## config.mk

```make
export PLATFORM = sky130hd
export DESIGN_NAME = key_conditioner
export DESIGN_NICKNAME = d
export VERILOG_FILES = /design/src/rtl/key_conditioner.sv
export SDC_FILE = /design/constraint.sdc
export NUM_CORES = 1
export LEC_CHECK = 0
export CAP_MARGIN = 0
export CORE_MARGIN = 1
export CORE_UTILIZATION = 47
export DETAILED_ROUTE_END_ITERATION = 8
export MAX_ROUTING_LAYER = met4
export PLACE_DENSITY = 0.65
export SETUP_SLACK_MARGIN = 0.02
export SKIP_LAST_GASP = 1
export SLEW_MARGIN = 20
export SYNTH_ARGS = -nofsm -noshare
export SYNTH_HDL_FRONTEND = slang
export SYNTH_SLANG_ARGS = --single-unit
```

## constraint.sdc

```tcl
create_clock -name clk -period 4.6 [get_ports clk]
set_input_delay 0.92 -clock clk [delete_from_list [all_inputs] [get_ports clk]]
set_output_delay 0.92 -clock clk [all_outputs]
set_load 0.05 [all_outputs]
```

## src/rtl/key_conditioner.sv

```systemverilog
// rtl/key_conditioner.sv - synchronise, debounce and condition note/length/button switches
// Optional auto-repeat on oct_up/oct_down: define KEY_CONDITIONER_REPEAT_EN.
module key_conditioner #(
    parameter int TICK_CYCLES    = 100000,
    parameter int DEBOUNCE_TICKS = 20,
    parameter int REPEAT_DELAY   = 500,
    parameter int REPEAT_PERIOD  = 100
) (
    input  logic       clk,
    input  logic       rst_n,
    input  logic [6:0] raw_note,
    input  logic [6:0] raw_len,
    input  logic [3:0] raw_btn,
    output logic [6:0] note_key,
    output logic [6:0] length_key,
    output logic [3:0] btn_level,
    output logic [3:0] btn_pulse,
    output logic       multi_key,
    output logic       tick
);

    localparam int TW = (TICK_CYCLES > 1) ? $clog2(TICK_CYCLES) : 1;

    if (DEBOUNCE_TICKS < 2 || DEBOUNCE_TICKS > 31 || REPEAT_DELAY < 1 || REPEAT_PERIOD < 1) begin : g_bad_params
        $error("key_conditioner: illegal parameter value");
    end

    logic [17:0]   raw_all;
    logic [17:0]   sync1;
    logic [17:0]   sync2;
    logic [17:0]   stable;
    logic [4:0]    db_cnt [18];
    logic [TW-1:0] tick_cnt;
    logic [3:0]    btn_prev;
    logic [3:0]    rep_fire;
    logic [6:0]    note_v;
    logic [6:0]    len_v;

    assign raw_all = {raw_btn, raw_len, raw_note};

    always_ff @(posedge clk or negedge rst_n) begin
        if (!rst_n) begin
            sync1 <= '0;
            sync2 <= '0;
        end else begin
            sync1 <= raw_all;
            sync2 <= sync1;
        end
    end

    always_ff @(posedge clk or negedge rst_n) begin
        if (!rst_n) begin
            tick_cnt <= '0;
            tick     <= 1'b0;
        end else begin
            tick <= (tick_cnt == TW'(TICK_CYCLES - 1));
            if (tick_cnt == TW'(TICK_CYCLES - 1))
                tick_cnt <= '0;
            else
                tick_cnt <= tick_cnt + 1'b1;
        end
    end

    // Counter tracks consecutive ticks on which the input disagreed with the accepted level.
    for (genvar c = 0; c < 18; c++) begin : g_chan
        always_ff @(posedge clk or negedge rst_n) begin
            if (!rst_n) begin
                stable[c] <= 1'b0;
                db_cnt[c] <= '0;
            end else if (tick) begin
                if (sync2[c] == stable[c]) begin
                    db_cnt[c] <= '0;
                end else if (db_cnt[c] == 5'(DEBOUNCE_TICKS - 1)) begin
                    stable[c] <= ~stable[c];
                    db_cnt[c] <= '0;
                end else begin
                    db_cnt[c] <= db_cnt[c] + 5'd1;
                end
            end
        end
    end

    assign note_v     = stable[6:0];
    assign len_v      = stable[13:7];
    assign btn_level  = stable[17:14];
    assign multi_key  = ((note_v & (note_v - 7'd1)) != 7'd0);
    assign note_key   = ((note_v != 7'd0) && !multi_key) ? note_v : 7'd0;
    assign length_key = ((len_v != 7'd0) && ((len_v & (len_v - 7'd1)) == 7'd0)) ? len_v : 7'd0;

`ifdef KEY_CONDITIONER_REPEAT_EN
    localparam int HW = $clog2(REPEAT_DELAY + 1);
    localparam int PW = (REPEAT_PERIOD > 1) ? $clog2(REPEAT_PERIOD + 1) : 1;

    logic [HW-1:0] hold [2];
    logic [PW-1:0] per  [2];

    // hold saturates at REPEAT_DELAY; per then paces the periodic repeats.
    always_comb begin
        rep_fire = 4'b0;
        for (int j = 0; j < 2; j++) begin
            if (tick && btn_level[j+2]) begin
                if (hold[j] != HW'(REPEAT_DELAY))
                    rep_fire[j+2] = (hold[j] == HW'(REPEAT_DELAY - 1));
                else
                    rep_fire[j+2] = (per[j] == PW'(REPEAT_PERIOD - 1));
            end
        end
    end

    always_ff @(posedge clk or negedge rst_n) begin
        if (!rst_n) begin
            for (int j = 0; j < 2; j++) begin
                hold[j] <= '0;
                per[j]  <= '0;
            end
        end else begin
            for (int j = 0; j < 2; j++) begin
                if (!btn_level[j+2]) begin
                    hold[j] <= '0;
                    per[j]  <= '0;
                end else if (tick) begin
                    if (hold[j] != HW'(REPEAT_DELAY))
                        hold[j] <= hold[j] + 1'b1;
                    else if (per[j] == PW'(REPEAT_PERIOD - 1))
                        per[j] <= '0;
                    else
                        per[j] <= per[j] + 1'b1;
                end
            end
        end
    end
`else
    assign rep_fire = 4'b0;
`endif

    always_ff @(posedge clk or negedge rst_n) begin
        if (!rst_n) begin
            btn_prev  <= '0;
            btn_pulse <= '0;
        end else begin
            btn_prev  <= btn_level;
            btn_pulse <= (btn_level & ~btn_prev) | rep_fire;
        end
    end

endmodule

```

==> flow_metrics.env <==
export IMPL_drt_met1_wl_um=6057
export IMPL_synth_common_cells="dfrtp_1, nand2_1, nor2_1"
export IMPL_fin_ws_ps=921.1
export IMPL_route_met3_wl_um=360
export IMPL_routabilityCongestion=0.7951
export IMPL_fin_util_pct=55.93
export IMPL_antenna_found_initial=0
export IMPL_yosysMostFrequentCell="dfrtp_1"
export IMPL_placed_area_mm2=0.008238
export IMPL_grt_pass1_wl_um=23720
export IMPL_p_sw_mw=0.6458
export IMPL_netlist_top_cell_by_area="dfrtp_1"
export IMPL_combPwrFrac_pct=2.0
export IMPL_rsz0062_at_grt="false"
export IMPL_cts_htree_levels=4
export IMPL_worstSetupPathType="reg2out"
export IMPL_tightest_slew_ps=970.9
export IMPL_critPathArrivalTime_ps=2760
export IMPL_cp_required_ps=3680
export IMPL_fp_row_count=46
export IMPL_hold_viol_final=0
export IMPL_p_per_area_mw_per_mm2=343.8
export IMPL_dp_cells=925
export IMPL_place_hpwl_um=8944
export IMPL_first_global_vias=5305
export IMPL_finalSetupViolations=0
export IMPL_die_w_um=129.0
export IMPL_die_area_mm2=0.01665
export IMPL_start_kind="flip-flop"
export IMPL_antenna_left=0
export IMPL_synth_async_reset_ratio_pct=100.0
export IMPL_seqCellArea_mm2=0.004258
export IMPL_multi_input_area_mm2=0.003138
export IMPL_synth_area_leaders="dfrtp_1, xnor2_1, ha_1"
export IMPL_clkLatencyLatePin_ps=420
export IMPL_fillers=1318
export IMPL_pre_cts_ws_ps=1371
export IMPL_wirelength_um=13670
export IMPL_slew_viol_final=0
export IMPL_pwr_share_seq_pct=49.9
export IMPL_p_leak_nw=3.854
export IMPL_cts_sinks=170
export IMPL_clk_pin_slew_ps=60
export IMPL_yosysWarnings=0
export IMPL_post_cts_resize_count=0
export IMPL_total_power_mw=3.043
export IMPL_p_clk_share_pct=48.1
export IMPL_cts_tree="yes"
export IMPL_post_cts_buffers=0
export IMPL_p_int_mw=2.398
export IMPL_fmax_ghz=0.2718
export IMPL_fin_crit_sh_pct=79.98
export IMPL_dr_max_layer_used="met4"
export IMPL_grt_use_total_pct=18.55
export IMPL_syn_area_per_cell_um2=11.12
export IMPL_drc_errors=0
export IMPL_synth_edf_count=0
export IMPL_dr_pass1_iters=4
export IMPL_synth_top_area_share_pct=56.08
export IMPL_port_buffers=43
export IMPL_clock_path_buffers=2
export IMPL_via_count=5205
export IMPL_seq_area_frac_synth_pct=56.08
export IMPL_swShare_pct=21.22
export IMPL_synth_nets=721
export IMPL_tns_ps=0
export IMPL_routed_wl_met2_um=7048
export IMPL_root_buffer="clkbuf_16"
export IMPL_first_iter_violations=287
export IMPL_core_area_mm2=0.01583
export IMPL_synth_cell_types=50
export IMPL_ir_worst_vdd_v=0.0002431
export IMPL_layoutNonFillerInstCount=957
export IMPL_period_needed_ps=3679
export IMPL_synth_area_mm2=0.007586
export IMPL_relSlewSlack_pct=35.27
export IMPL_overflow=0
export IMPL_start_util_pct=47.93
export IMPL_die_h_um=129.0
export IMPL_nNetsFinal=767
export IMPL_post_drt_wl_per_cell_um=14.29
export IMPL_outcome="finished, final reports clean"
export IMPL_n_antenna_cell=0
export IMPL_rrSetupSlack_ps=1970
export IMPL_worstPathMaxFanout=7
export IMPL_ys_seq_elements=170
export IMPL_area_growth_pct=16.69
export IMPL_synthFlopType="dfrtp_1"
export IMPL_fin_skew_ps=7.909
export IMPL_whs_ps=349.8
export IMPL_end_kind="output port"
export IMPL_hold_class="reg2reg"
export IMPL_final_area_mm2=0.008852
export IMPL_drive_gt1_share_pct=8.232
export IMPL_netlist_instances=682
export IMPL_drv_cap=0
export IMPL_grt_max_degree=110
export IMPL_vias_per_cell=5.439
export IMPL_boundaryPins=44
export IMPL_cts_buffers=17
export IMPL_cts_hold_buf=0
==> final cells by class <==
type	count	share of cell area (%)
flip-flops and latches	170	48.10
multi-input cells	464	35.45
repair buffers	45	5.187
clock buffers	17	4.806
well taps	216	3.053
clock inverters	15	2.134
inverters	30	1.272
==> cell families after synthesis <==
| family | Yosys count | share of synthesized area (%) |
|---|---|---|
| and+or+nand+nor | 233 | 16.41 |
| adders and majority gates | 21 | 3.414 |
| muxes | 30 | 4.255 |
| xor gates and xnor gates | 66 | 7.620 |
| DFF | 170 | 56.08 |
| buffers and inverters | 48 | 2.556 |
| AOI/OAI and AO/OA | 114 | 9.665 |
==> path summary, 6_finish.rpt <==
path	to	start	cells past startpoint
max reg2reg	btn_level[0]	tick	4
min reg2reg	sync2[0]	sync1[0]	0
min in group asynchronous	btn_pulse[3]	rst_n	1
min	sync2[0]	sync1[0]	0
max	note_key[2]	note_v[3]	5
max in group asynchronous	sync1[6]	rst_n	2
==> placed cells by master, fill, tap and decap left out, types with 5 or more instances in the layout <==
master | netlist | final
mux2i_1 | 12 | 12
ha_1 | 19 | 19
a21oi_1 | 7 | 7
nor3_1 | 15 | 15
nand2b_1 | 16 | 16
nand4b_1 | 8 | 8
a21o_1 | 6 | 6
a22oi_1 | 6 | 6
xnor2_1 | 41 | 41
nor2_1 | 50 | 50
nand3_1 | 24 | 24
nand2_1 | 52 | 52
xor2_1 | 25 | 25
dfrtp_1 | 170 | 169
clkdlybuf4s50_1 | 0 | 42
nor2b_1 | 5 | 5
o22ai_1 | 16 | 16
inv_6 | 0 | 5
nor4_1 | 6 | 6
inv_1 | 29 | 29
o2bb2ai_1 | 17 | 17
o21ai_0 | 47 | 47
mux2_2 | 18 | 18
clkbuf_16 | 0 | 17
or3_1 | 7 | 7
nand4_1 | 19 | 19
==> critical path, stage by stage, from the launching register on <==
cell             delay [ps]
dfrtp_1                 440
or4_4                   570
a211oi_1                200
or3_1                   170
and3_1                  150
clkdlybuf4s50_1         800
==> flip-flops by register name, indices dropped and copies added, names as in the netlist, 4 cells and up <==
signal,cells
btn_prev,4
note_v,7
tick_cnt,17
len_v,7
btn_pulse,4
db_cnt,90
btn_level,4
sync2,18
sync1,18
==> power groups by stage <==
stage / Clock, mW / Sequential, mW / Combinational (mW)
finish: 1.47 / 1.52 / 0.0597
detailed placement: 0 / 1.55 / 0.0627
global route: 1.56 / 1.52 / 0.0691
floorplan: 0 / 1.54 / 0.0115
global placement: 0 / 1.55 / 0.0617
CTS: 1.50 / 1.52 / 0.0628
==> layer usage <==
layer	GRT usage (%)	vias up
li1	-	2520
met1	21.26	2597
met4	7.612	0
met3	4.088	19
met5	-	-
met2	31.57	69
No activity file was read; power rests on OpenSTA's default activity.
